## src/rtl/rr_mux_pkg.sv

```systemverilog
// -----------------------------------------------------------------------------
// rr_mux_pkg
// Shared declarations for the round-robin multiplexer slice.
//   out_state_e : occupancy of the single output register (EMPTY / FULL).
// -----------------------------------------------------------------------------
package rr_mux_pkg;

   typedef enum logic {
      OUT_EMPTY = 1'b0,
      OUT_FULL  = 1'b1
   } out_state_e;

endpackage : rr_mux_pkg

```

## src/rtl/rr_arbiter.sv

```systemverilog
// -----------------------------------------------------------------------------
// rr_arbiter
// Combinational round-robin pick. The scan starts one past the last granted
// index and wraps at NUM_ELEM-1. ptr_i itself is the lowest priority.
// Ports:
//   req_i       [NUM_ELEM-1:0] request vector
//   ptr_i       [IDX_W-1:0]    last granted index
//   en_i                       arbitration enable
//   gnt_idx_o   [IDX_W-1:0]    winning index (0 when no request)
//   gnt_valid_o                a winner exists and en_i is set
// -----------------------------------------------------------------------------
module rr_arbiter
   import rr_mux_pkg::*;
#(
   parameter  int NUM_ELEM = 6,
   localparam int IDX_W    = $clog2(NUM_ELEM)
) (
   input  logic [NUM_ELEM-1:0] req_i,
   input  logic [IDX_W-1:0]    ptr_i,
   input  logic                en_i,
   output logic [IDX_W-1:0]    gnt_idx_o,
   output logic                gnt_valid_o
);

   logic             found;
   logic [IDX_W-1:0] cand;

   // The modulo keeps every candidate below NUM_ELEM. Unused codes of a
   // non-power-of-two width can therefore never be granted.
   always_comb begin
      found     = 1'b0;
      gnt_idx_o = '0;
      cand      = '0;
      for (int off = 1; off <= NUM_ELEM; off++) begin
         cand = IDX_W'((int'(ptr_i) + off) % NUM_ELEM);
         if (!found && req_i[cand]) begin
            found     = 1'b1;
            gnt_idx_o = cand;
         end
      end
      gnt_valid_o = en_i & found;
   end

endmodule : rr_arbiter

```

## src/rtl/rr_mux.sv

```systemverilog
// -----------------------------------------------------------------------------
// rr_mux
// Round-robin gather of NUM_ELEM valid/ready producers into one registered
// valid/ready stream.
// Ports:
//   clk_i, arst_i               clock, asynchronous active-high reset
//   in_data_i   [N][W]          per-channel word
//   in_valid_i  [N]             per-channel request
//   in_ready_o  [N]             per-channel accept (one-hot or zero)
//   out_data_o  [W]             registered selected word
//   out_idx_o   [IDX_W]         source channel of out_data_o
//   out_valid_o                 output register occupied
//   out_ready_i                 consumer accepts
// -----------------------------------------------------------------------------
module rr_mux
   import rr_mux_pkg::*;
#(
   parameter  int NUM_ELEM   = 6,
   parameter  int ELEM_WIDTH = 8,
   localparam int IDX_W      = $clog2(NUM_ELEM)
) (
   input  logic                                 clk_i,
   input  logic                                 arst_i,
   input  logic [NUM_ELEM-1:0][ELEM_WIDTH-1:0]  in_data_i,
   input  logic [NUM_ELEM-1:0]                  in_valid_i,
   output logic [NUM_ELEM-1:0]                  in_ready_o,
   output logic [ELEM_WIDTH-1:0]                out_data_o,
   output logic [IDX_W-1:0]                     out_idx_o,
   output logic                                 out_valid_o,
   input  logic                                 out_ready_i
);

   out_state_e       state_q, state_d;
   logic [IDX_W-1:0] ptr_q;
   logic [IDX_W-1:0] gnt_idx;
   logic             gnt_valid;
   logic             free;
   logic             xfer;

   assign out_valid_o = (state_q == OUT_FULL);

   // The register can take a new word when it is empty or drains this cycle.
   // This allows one word per cycle with no bubble.
   assign free = ~out_valid_o | out_ready_i;

   rr_arbiter #(
      .NUM_ELEM (NUM_ELEM)
   ) u_arb (
      .req_i       (in_valid_i),
      .ptr_i       (ptr_q),
      .en_i        (free),
      .gnt_idx_o   (gnt_idx),
      .gnt_valid_o (gnt_valid)
   );

   // The grant only goes to a requesting channel, so any grant is a transfer.
   assign xfer = free & gnt_valid;

   always_comb begin
      in_ready_o = '0;
      for (int i = 0; i < NUM_ELEM; i++) begin
         in_ready_o[i] = xfer && (gnt_idx == IDX_W'(i));
      end
   end

   always_comb begin
      state_d = state_q;
      case (state_q)
         OUT_EMPTY: if (xfer)                 state_d = OUT_FULL;
         OUT_FULL:  if (out_ready_i && !xfer) state_d = OUT_EMPTY;
         default:                             state_d = OUT_EMPTY;
      endcase
   end

   // ---- output register stage ----
   // Reset puts ptr at the top index, so channel 0 is scanned first.
   always_ff @(posedge clk_i or posedge arst_i) begin
      if (arst_i) begin
         state_q    <= OUT_EMPTY;
         ptr_q      <= IDX_W'(NUM_ELEM - 1);
         out_data_o <= '0;
         out_idx_o  <= '0;
      end else begin
         state_q <= state_d;
         if (xfer) begin
            out_data_o <= in_data_i[gnt_idx];
            out_idx_o  <= gnt_idx;
            ptr_q      <= gnt_idx;
         end
      end
   end

endmodule : rr_mux

```

## config.mk

```make
export PLATFORM = sky130hd
export DESIGN_NAME = rr_mux
export DESIGN_NICKNAME = d
export VERILOG_FILES = /design/src/rtl/rr_mux_pkg.sv /design/src/rtl/rr_arbiter.sv /design/src/rtl/rr_mux.sv
export SDC_FILE = /design/constraint.sdc
export NUM_CORES = 1
export LEC_CHECK = 0
export ABC_AREA = 1
export ABC_CLOCK_PERIOD_IN_PS = 4840
export CORE_MARGIN = 4
export CORE_UTILIZATION = 46
export CTS_CLUSTER_SIZE = 16
export DETAILED_ROUTE_END_ITERATION = 10
export MAX_ROUTING_LAYER = met4
export PLACE_DENSITY = 0.84
export SLEW_MARGIN = 20
export SYNTH_ARGS = -nofsm -noshare
export SYNTH_HDL_FRONTEND = slang
export SYNTH_SLANG_ARGS = --single-unit
```

## constraint.sdc

```tcl
create_clock -name clk_i -period 4.84 [get_ports clk_i]
set_input_delay 0.484 -clock clk_i [delete_from_list [all_inputs] [get_ports clk_i]]
set_output_delay 0.484 -clock clk_i [all_outputs]
set_load 0.05 [all_outputs]
```

==> impl_results.md, run 1 <==
- Share of layout cells above drive strength 1: 0.115
- FF+latch area: 354 um^2
- Min setup slack post-route: 0.341 ns
- Fin crit period: 4.50 ns
- Worst hold margin: 0.485 ns
- Vias: 2676
- Hold WC Path Type: flop to flop
- Routability cong.: 0.983
- Syn_area_per_cell: 5.63 um^2
- Hold Crit Start: out_idx_o[2]
- Fillcell total: 377
- Final Util: 0.696
- Hold depth: 2
- Critical path fanouts, max: 20
- Most used DFF post-synth: dfrtp_1
- #FFs+latches synth: 14
- Post-route ant nets: 0
- Clock sink count: 14
- Initial antenna violation count: 0
- Final slew viol count: 0
- Status: completed
- Worst path required time: 4.36 ns
- Gate Count Post-Synth: 378
- Max-cap violation count: 0
- Vias in the first global route: 2388
- Worst-path clk slew: 0.07 ns
- Io pins: 75
- Worst reg-to-reg path cell count: 26
- R2R Path Start: out_idx_o[1]
- Root buf cell: clkbuf_8
- Critical path type: flop to output pin
- CP Launch Type: flop
- Largest net degree at the start of global routing: 21
- Worst EP arrival: 4.02 ns
- GRT overflow: 0
- Final HPWL DP: 5450 um
- Setup Viol. Count Final: 0
- DRC errors left: 0
- Multi-input logic area: 1540 um^2
- Area Overhead vs Synth: 44.5%
- Reg2Reg Capture Point: out_data_o[7]
- Die W: 76 um
- Post-synth top area share: 0.282
- Routed wire length per instance: 13.3 um
- Asr flop ratio synth: 1.00
- Rel. slew slack: 0.614
- Final Cycle Share: 0.930
- Htree depth: 1
- Endpoint, Worst Hold: out_idx_o[2]
- Number of synthesized flops with an enable pin: 0
- Syn Nets: 449
- Synth Warn #: 0
- Initial Util: 0.482
- 1st-pass router iterations: 5
- Mapped Area: 2130 um^2
- CTS tree: built
- Max Freq: 222 MHz
- R2R setup slack: 0.91 ns
- Synth area leaders: nand2_1 (28%), dfrtp_1 (14%), nand3_1 (10%)
- Synth unique cells: 31
- Port buffer count: 74
- First-pass GRT wire length: 11200 um
- Iter 0 DRT Violations: 198
- Sequential element share of the synthesized area: 0.166
- Vias per cell: 5.21
- Final hold violation count: 0
- Actual slew at the worst max-slew pin: 0.579 ns
- Cell Rows: 24
- Setup WS pre-CTS: 0.328 ns
- Clk_lat worst skew: 0.25 ns
- Antenna Cells: 0
- Die height: 76 um
- Crit path capture type: output pin
- Final Skew: 0.00418 ns
- Gr usage total: 0.233
- Final nets: 534
- Core area: 4410 um^2
- CTS max path bufs: 2
- Die area: 5780 um^2
- Final setup TNS: 0 ns
- Wirelength, routed: 6810 um
- CTS buffer count: 3
- Synth area leader: nand2_1
-- worst max path at each step --
stage                       startpoint             to  slack [ns]  cells after the start
after global placement    out_idx_o[1]  in_ready_o[3]        0.41                     21
after detailed placement  out_idx_o[1]  in_ready_o[3]        0.33                     21
after CTS                 out_idx_o[1]  in_ready_o[3]        0.04                     21
after floorplan           out_idx_o[1]  in_ready_o[0]        0.70                     22
after global routing      out_idx_o[1]  in_ready_o[5]       -0.02                     23
final                     out_idx_o[1]  in_ready_o[4]        0.34                     23
-- final cells by class --
| cell class | count | area share |
|---|---|---|
| clock buffer | 4 | 0.0179 |
| inverter | 48 | 0.0599 |
| multi-input combinational | 308 | 0.502 |
| sequential | 14 | 0.115 |
| tap | 52 | 0.0212 |
| timing repair buffer | 88 | 0.284 |
-- Yosys cell counts (2+ instances only) --
library cell and number:
nand2_2 5, o21ai_0 11, nand3b_1 4, inv_2 6, nor2_1 27, buf_6 2
inv_1 41, a21oi_1 10, o21ai_1 5, nor2_2 2, dfrtp_1 12, buf_4 2
dfstp_2 2, nand2_4 2, ha_1 14, nand3_2 5, nand2_1 160, xor2_1 2
nand3_1 44, nand4_1 8, buf_2 4
-- kinds of logic (layout without fill, tap and decap cells) --
| group | after synthesis | in the layout | synth area share |
|---|---|---|---|
| simple gates | 262 | 262 | 0.555 |
| buf+inv | 56 | 140 | 0.112 |
| fa+ha+maj | 14 | 14 | 0.0824 |
| flops | 14 | 14 | 0.166 |
| xor+xnor | 2 | 2 | 0.00824 |
| compound gates | 30 | 30 | 0.0765 |
-- metrics by stage --
stage               instance area (um^2)  std cells
floorplan                           2130        378
global placement                    2950        502
detailed placement                  2950        502
CTS                                 3000        506
global route                        3070        514
finish                              3070        514
-- timing repair --
item / CTS / global route
setup endpoints to repair: 0 / 6
setup buffers: 0 / 8
hold buffers: 0 / 0
resized for setup: 0 / 4
-- critical path, stage by stage, from the launching register on --
cell and delay (ns):
dfrtp_2 0.44, clkinvlp_4 0.21, ha_1 0.30, a21oi_2 0.25, inv_2 0.06, ha_1 0.29
nor2_1 0.10, nand3_1 0.07, nand2_1 0.10, nand2_1 0.08, nand2_1 0.10, nand2_1 0.11
nand3_1 0.11, nand3_2 0.14, o21ai_1 0.22, inv_1 0.06, nand2_1 0.06, nand2_1 0.06
nand2_2 0.09, nand2_4 0.12, inv_2 0.30, nand2_1 0.13, nor2_1 0.21, buf_12 0.17
-- placed cells by master, fill, tap and decap left out, types with 2 or more instances in the layout --
master | netlist | layout
buf_12 | 0 | 3
nand2_4 | 2 | 2
xor2_1 | 2 | 2
a21oi_1 | 10 | 10
buf_4 | 2 | 16
nand3_1 | 44 | 44
ha_1 | 14 | 14
nand4_1 | 8 | 8
inv_1 | 41 | 40
o21ai_0 | 11 | 11
dfrtp_1 | 12 | 11
nand2_1 | 160 | 160
inv_2 | 6 | 6
nand2_2 | 5 | 5
nand3b_1 | 4 | 4
nor2_1 | 27 | 27
clkbuf_8 | 0 | 4
o21ai_1 | 5 | 5
nand3_2 | 5 | 5
dfstp_2 | 2 | 2
clkdlybuf4s50_1 | 0 | 68
-- routing by layer --
layer  global-route usage  up-vias  wire (um)
met4               0.0214        0         57
li1                     -     1363          -
met3               0.0236        8        496
met2                0.377      121       3240
met1                0.325     1184       3020
met5                    -        -          0
-- registers in the layout (all words and copies together), names as in the netlist --
name / cells
out_data_o: 8
out_idx_o: 3
ptr_q: 2
out_valid_o: 1
Power of run 1 is not shown: default switching activity piles up to over one toggle a cycle in this logic, so the estimate is an artifact.
==> inputs of run 2 (changes only) <==
--- a/config.mk
+++ b/config.mk
@@ -8,11 +8,12 @@
 export ABC_AREA = 1
 export ABC_CLOCK_PERIOD_IN_PS = 4840
 export CORE_MARGIN = 4
-export CORE_UTILIZATION = 46
+export CORE_UTILIZATION = 47
+export CTS_BUF_LIST = sky130_fd_sc_hd__clkbuf_4 sky130_fd_sc_hd__clkbuf_8
 export CTS_CLUSTER_SIZE = 16
 export DETAILED_ROUTE_END_ITERATION = 10
 export MAX_ROUTING_LAYER = met4
-export PLACE_DENSITY = 0.84
+export PLACE_DENSITY = 0.85
 export SLEW_MARGIN = 20
 export SYNTH_ARGS = -nofsm -noshare
 export SYNTH_HDL_FRONTEND = slang
==> run 2 against run 1 <==
Routed wire length fell by 3.1%. Register-to-register slack improved by 0.11 ns. Die area fell by 1.9%. Flip-flop and latch count did not move. Maximum frequency rose by 0.32%. Design area fell by 2.1%. Non-clock buffer count fell by 8. Core utilization fell by 0.53 points. Critical path depth fell by 2.
==> impl_results.md, run 2 (same netlist as run 1, synthesis figures left out) <==
- Routed wire length per instance: 13.0 um (-1.6%)
- Commonest non-fill, non-tap cell in the layout: nand2_1
- Wirelength, routed: 6600 um (-3.1%)
- RSZ-0062 raised after global routing: no
- Hold WC Path Type: flop to flop
- Core area: 4350 um^2 (-1.4%)
- Worst path required time: 4.36 ns (about the same)
- Final Cycle Share: 0.927 (-0.00293)
- Post-CTS setup buffer count: 0 (unchanged)
- Reg2Reg Capture Point: out_data_o[1]
- Final setup TNS: 0 ns (unchanged)
- Antenna Cells: 0 (unchanged)
- R2R Path Start: ptr_q[2]
- Htree depth: 1 (unchanged)
- Hold depth: 2 (unchanged)
- Worst reg-to-reg path cell count: 23 (-12%)
- Max Freq: 223 MHz (+0.32%)
- Final hold violation count: 0 (unchanged)
- Top flop regs: out_data_o (8), out_idx_o (3), ptr_q (2)
- Max-cap violation count: 0 (unchanged)
- Fin crit period: 4.49 ns (-0.0142 ns)
- 1st-pass router iterations: 5 (unchanged)
- Die W: 75.3 um (-0.96%)
- Largest net degree at the start of global routing: 21 (unchanged)
- Share of layout cells above drive strength 1: 0.0969 (-0.0178)
- Die area: 5670 um^2 (-1.9%)
- DRC errors left: 0 (unchanged)
- Setup WS pre-CTS: 0.281 ns (-0.0468 ns)
- Hold_buf cts: 0 (unchanged)
- Final slew viol count: 0 (unchanged)
- Reg with most FFs: out_data_o
- CTS buffer count: 3 (unchanged)
- Final Util: 0.691 (-0.00534)
- Die height: 75.3 um (-0.96%)
- First-pass GRT wire length: 10600 um (-5.8%)
- Root buf cell: clkbuf_8
- Post-route ant nets: 0 (unchanged)
- CTS tree: built
- Actual slew at the worst max-slew pin: 0.592 ns (+0.0131 ns)
- Crit path capture type: output pin
- Area Overhead vs Synth: 41.4%
- Cell Rows: 24 (unchanged)
- Final nets: 526 (-1.5%)
- Critical path fanouts, max: 14 (-30%)
- Gr usage total: 0.244 (+0.0119)
- Status: completed
- Final HPWL DP: 5480 um (+0.65%)
- Clock sink count: 14 (unchanged)
- Rel. slew slack: 0.605 (-0.00876)
- Io pins: 75 (unchanged)
- Iter 0 DRT Violations: 214 (+8.1%)
- Fillcell total: 409 (+8.5%)
- Clk_lat worst skew: 0.25 ns (about the same)
- Initial antenna violation count: 0 (unchanged)
- Hold Crit Start: out_idx_o[0]
- Endpoint, Worst Hold: out_idx_o[0]
- Setup Viol. Count Final: 0 (unchanged)
- CP Launch Type: flop
- Port buffer count: 74 (unchanged)
- Largest register FFs: 8 (unchanged)
- Initial Util: 0.489 (+0.00665)
- Min setup slack post-route: 0.355 ns (+0.0142 ns)
- Routability cong.: 1.03 (+4.7%)
- Vias in the first global route: 2436 (+2.0%)
- Vias per cell: 5.16 (-0.89%)
- Critical path type: flop to output pin
- R2R setup slack: 1.02 ns (+0.11 ns)
- Final Skew: 0.00137 ns (-0.00280 ns)
- Worst-path clk slew: 0.06 ns (about the same)
- Most frequent cells in the layout: nand2_1 (160), clkdlybuf4s50_1 (68), nand3_1 (44)
- CTS max path bufs: 2 (unchanged)
- Worst EP arrival: 4.00 ns (-0.02 ns)
- GRT overflow: 0 (unchanged)
- Vias: 2611 (-2.4%)
## run 2: cell count changes in the layout (fill, tap and decap cells not counted), sizes merged
cell	previous run	this run
dlymetal6s2s	1	0
dlygate4sd2	0	1
inv	46	47
clkinvlp	1	0
buf	19	11
## run 2: worst max-delay path, cell delays in order, from the launching register on
cell and delay (ns):
dfrtp_2 0.45, inv_1 0.18, ha_1 0.30, a21oi_2 0.26
inv_2 0.06, ha_1 0.29, nor2_1 0.10, nand3_1 0.07
nand2_1 0.10, nand2_1 0.09, nand2_1 0.10, nand2_1 0.11
nand3_1 0.11, nand3_2 0.14, o21ai_1 0.24, nor2_1 0.06
nand2_1 0.08, nand2_2 0.07, nand2_4 0.15, nand2_1 0.11
nor2_1 0.14, dlygate4sd2_1 0.55
## run 2: metrics by stage
step                instance area [um^2]  hold slack [ns]  cells
floorplan                           2130            0.372    378
global placement                    2950            0.466    502
detailed placement                  2950            0.478    502
CTS                                 3000            0.499    506
global route                        3010            0.518    506
finish                              3010            0.495    506
## run 2: per-layer routing
| metal | track usage | routed length (um) |
|---|---|---|
| met5 | - | 0 |
| met4 | 0.0641 | 115 |
| met3 | 0.0254 | 490 |
| met2 | 0.394 | 3040 |
| met1 | 0.327 | 2960 |
## run 2: how the worst max path moves through the flow
stage | endpoint | from | cells past startpoint
after floorplan | in_ready_o[0] | out_idx_o[1] | 22
after global placement | in_ready_o[3] | out_idx_o[1] | 21
after detailed placement | in_ready_o[3] | out_idx_o[1] | 21
after CTS | in_ready_o[1] | out_idx_o[1] | 23
after global routing | in_ready_o[4] | out_idx_o[1] | 23
final | in_ready_o[3] | out_idx_o[1] | 21
## run 2: area by class of cell
class / instances / area, um^2 / area share
multi-input cells: 308 / 1540 / 0.512
repair buffers: 80 / 810 / 0.269
flip-flops and latches: 14 / 354 / 0.118
inverters: 48 / 183 / 0.0607
well taps: 52 / 65.1 / 0.0216
clock buffers: 4 / 55.1 / 0.0183
## run 2: repair_timing
item | 4_1_cts | 5_1_grt
pin swaps | 0 | 0
gates resized for setup | 1 | 4
setup endpoints to repair | 1 | 6
Power of run 2 is left out for the same reason.
==> inputs of run 3 (changes only) <==
--- a/config.mk
+++ b/config.mk
@@ -7,7 +7,7 @@
 export LEC_CHECK = 0
 export ABC_AREA = 1
 export ABC_CLOCK_PERIOD_IN_PS = 4840
-export CORE_MARGIN = 4
+export CAP_MARGIN = 0
 export CORE_UTILIZATION = 47
 export CTS_BUF_LIST = sky130_fd_sc_hd__clkbuf_4 sky130_fd_sc_hd__clkbuf_8
 export CTS_CLUSTER_SIZE = 16
==> run 3 against run 2 <==
Routed wire length fell by 3.5%. Setup slack improved by 0.080 ns. First-iteration DRC count down 19%. Count of clock-buffer cells in the layout stayed put. Worst hold slack got worse by 0.011 ns. Cell count rose by 0.20%. Maximum frequency increased by 1.8%. Global-route usage is 3.8 points higher. Non-clock buffer count increased by 1. Register-to-register slack improved by 0.04 ns. Design area increased by 0.17%. Flip-flop and latch count did not move.
==> impl_results.md, run 3 (same netlist as run 1, synthesis figures left out) <==
- Actual slew at the worst max-slew pin: 0.576 ns (-0.0162 ns)
- Largest net degree at the start of global routing: 21 (unchanged)
- Share of layout cells above drive strength 1: 0.0989 (+0.00198)
- Clk_lat worst skew: 0.25 ns (about the same)
- Gr usage total: 0.283 (+0.0385)
- CTS tree: built
- Cell Rows: 24 (unchanged)
- Io pins: 75 (unchanged)
- Area after DPL: 2950 um^2 (unchanged)
- Final nets: 527 (+0.19%)
- Antenna Cells: 0 (unchanged)
- Iter 0 DRT Violations: 173 (-19%)
- Final HPWL DP: 5240 um (-4.5%)
- CTS buffer count: 3 (unchanged)
- Die W: 69.3 um (-8.0%)
- Area Overhead vs Synth: 41.6%
- Die height: 69.3 um (-8.0%)
- Fin crit period: 4.41 ns (-0.0796 ns)
- Worst path required time: 4.36 ns (about the same)
- Hold WC Path Type: flop to flop
- Worst-path clk slew: 0.07 ns (about the same)
- Htree depth: 1 (unchanged)
- Final hold violation count: 0 (unchanged)
- Status: completed
- Final Cycle Share: 0.910 (-0.0165)
- Met3 wire length: 422 um (-14%)
- Final Skew: 0.0124 ns (+0.0110 ns)
- Met2 wire len: 3030 um (-0.40%)
- Critical path type: flop to output pin
- First-pass GRT wire length: 11000 um (+3.9%)
- Crit path capture type: output pin
- Critical path fanouts, max: 20 (+6)
- Post-route ant nets: 0 (unchanged)
- DR top layer: met4
- Top flop regs: out_data_o (8), out_idx_o (3), ptr_q (2)
- Routability cong.: 0.965 (-6.3%)
- Root buf cell: clkbuf_8
- Min setup slack post-route: 0.435 ns (+0.0796 ns)
- Vias in the first global route: 2552 (+4.8%)
- Finished Cell Area: 3010 um^2 (+0.17%)
- Initial antenna violation count: 0 (unchanged)
- Setup WS pre-CTS: 0.293 ns (+0.0115 ns)
- Vias: 2603 (-0.31%)
- Final slew viol count: 0 (unchanged)
- Wirelength, routed: 6370 um (-3.5%)
- Commonest non-fill, non-tap cell in the layout: nand2_1
- Setup Viol. Count Final: 0 (unchanged)
- DRC errors left: 0 (unchanged)
- Max Freq: 227 MHz (+1.8%)
- Initial Util: 0.489 (unchanged)
- Clock sink count: 14 (unchanged)
- Rel. slew slack: 0.616 (+0.0108)
- CTS max path bufs: 2 (unchanged)
- RSZ-0062 raised after global routing: no
- Port buffer count: 74 (unchanged)
- 1st-pass router iterations: 5 (unchanged)
- Max-cap violation count: 0 (unchanged)
- Die area: 4800 um^2 (-15%)
- CP Launch Type: flop
- Worst EP arrival: 3.92 ns (-0.08 ns)
- Most frequent cells in the layout: nand2_1 (160), clkdlybuf4s50_1 (68), nand3_1 (44)
- Largest register FFs: 8 (unchanged)
- Met1 wire length: 2890 um (-2.4%)
- Reg with most FFs: out_data_o
- Core area: 4350 um^2 (unchanged)
- Vias per cell: 5.13 (-0.50%)
- Routed wire length per instance: 12.6 um (-3.6%)
- GRT overflow: 0 (unchanged)
- Final setup TNS: 0 ns (unchanged)
-- run 3: cell types whose count changed in the layout (fill, tap and decap cells not counted) --
cell / delta
buf_4: +1
clkbuf_4: +1
clkbuf_8: -1
dlygate4sd2_1: -1
dlymetal6s2s_1: +1
-- run 3: worst paths after layout --
path	cells after the start	from	slack, ns	endpoint
worst min register to register	2	out_data_o[5]	0.48	out_data_o[5]
worst max-delay path	23	out_idx_o[1]	0.43	in_ready_o[5]
max in group asynchronous	2	arst_i	3.83	out_idx_o[1]
min in group asynchronous	2	arst_i	0.58	out_idx_o[2]
worst min-delay path	2	out_data_o[5]	0.48	out_data_o[5]
worst max register to register	23	ptr_q[2]	1.06	out_data_o[0]
-- run 3: layer usage --
metal	GRT usage	vias to the layer above
met4	0.0454	0
met3	0.0407	6
met5	-	-
met2	0.463	91
li1	-	1345
met1	0.378	1161
-- run 3: cell type report --
type	count	area (um^2)
Tap cell	52	65.1
Multi-Input combinational cell	308	1540
Fill cell	405	1340
Clock buffer	4	48.8
Inverter	48	183
Sequential cell	14	354
Timing Repair Buffer	81	821
-- run 3: metrics by stage --
| step | std cells | hold WS, ns | util |
|---|---|---|---|
| after floorplan | 378 | 0.372 | - |
| after detailed placement | 502 | 0.473 | 0.676 |
| after global placement | 502 | 0.473 | 0.676 |
| after CTS | 506 | 0.490 | 0.688 |
| final | 507 | 0.484 | 0.692 |
| after global routing | 507 | 0.507 | 0.692 |
-- run 3: critical path, stage by stage, from the launching register on --
cell	delay [ns]
dfrtp_2	0.46
inv_1	0.18
ha_1	0.29
a21oi_2	0.24
inv_2	0.06
ha_1	0.28
nor2_1	0.10
nand3_1	0.07
nand2_1	0.10
nand3_1	0.12
nand2_1	0.15
nand3_1	0.10
nand3_2	0.13
nand3_4	0.11
nor2_8	0.14
nand2_2	0.07
nand2_1	0.08
nand2_2	0.07
nand2_4	0.16
inv_4	0.13
nor2_4	0.18
inv_1	0.07
nor2_1	0.20
buf_12	0.17
-- run 3: repair_timing --
item                                    4_1_cts  5_1_grt
buffers inserted                              0        1
endpoints found under the setup margin        0        6
gates resized for setup                       0        5
hold buffers                                  0        0
Power of run 3 is left out for the same reason.
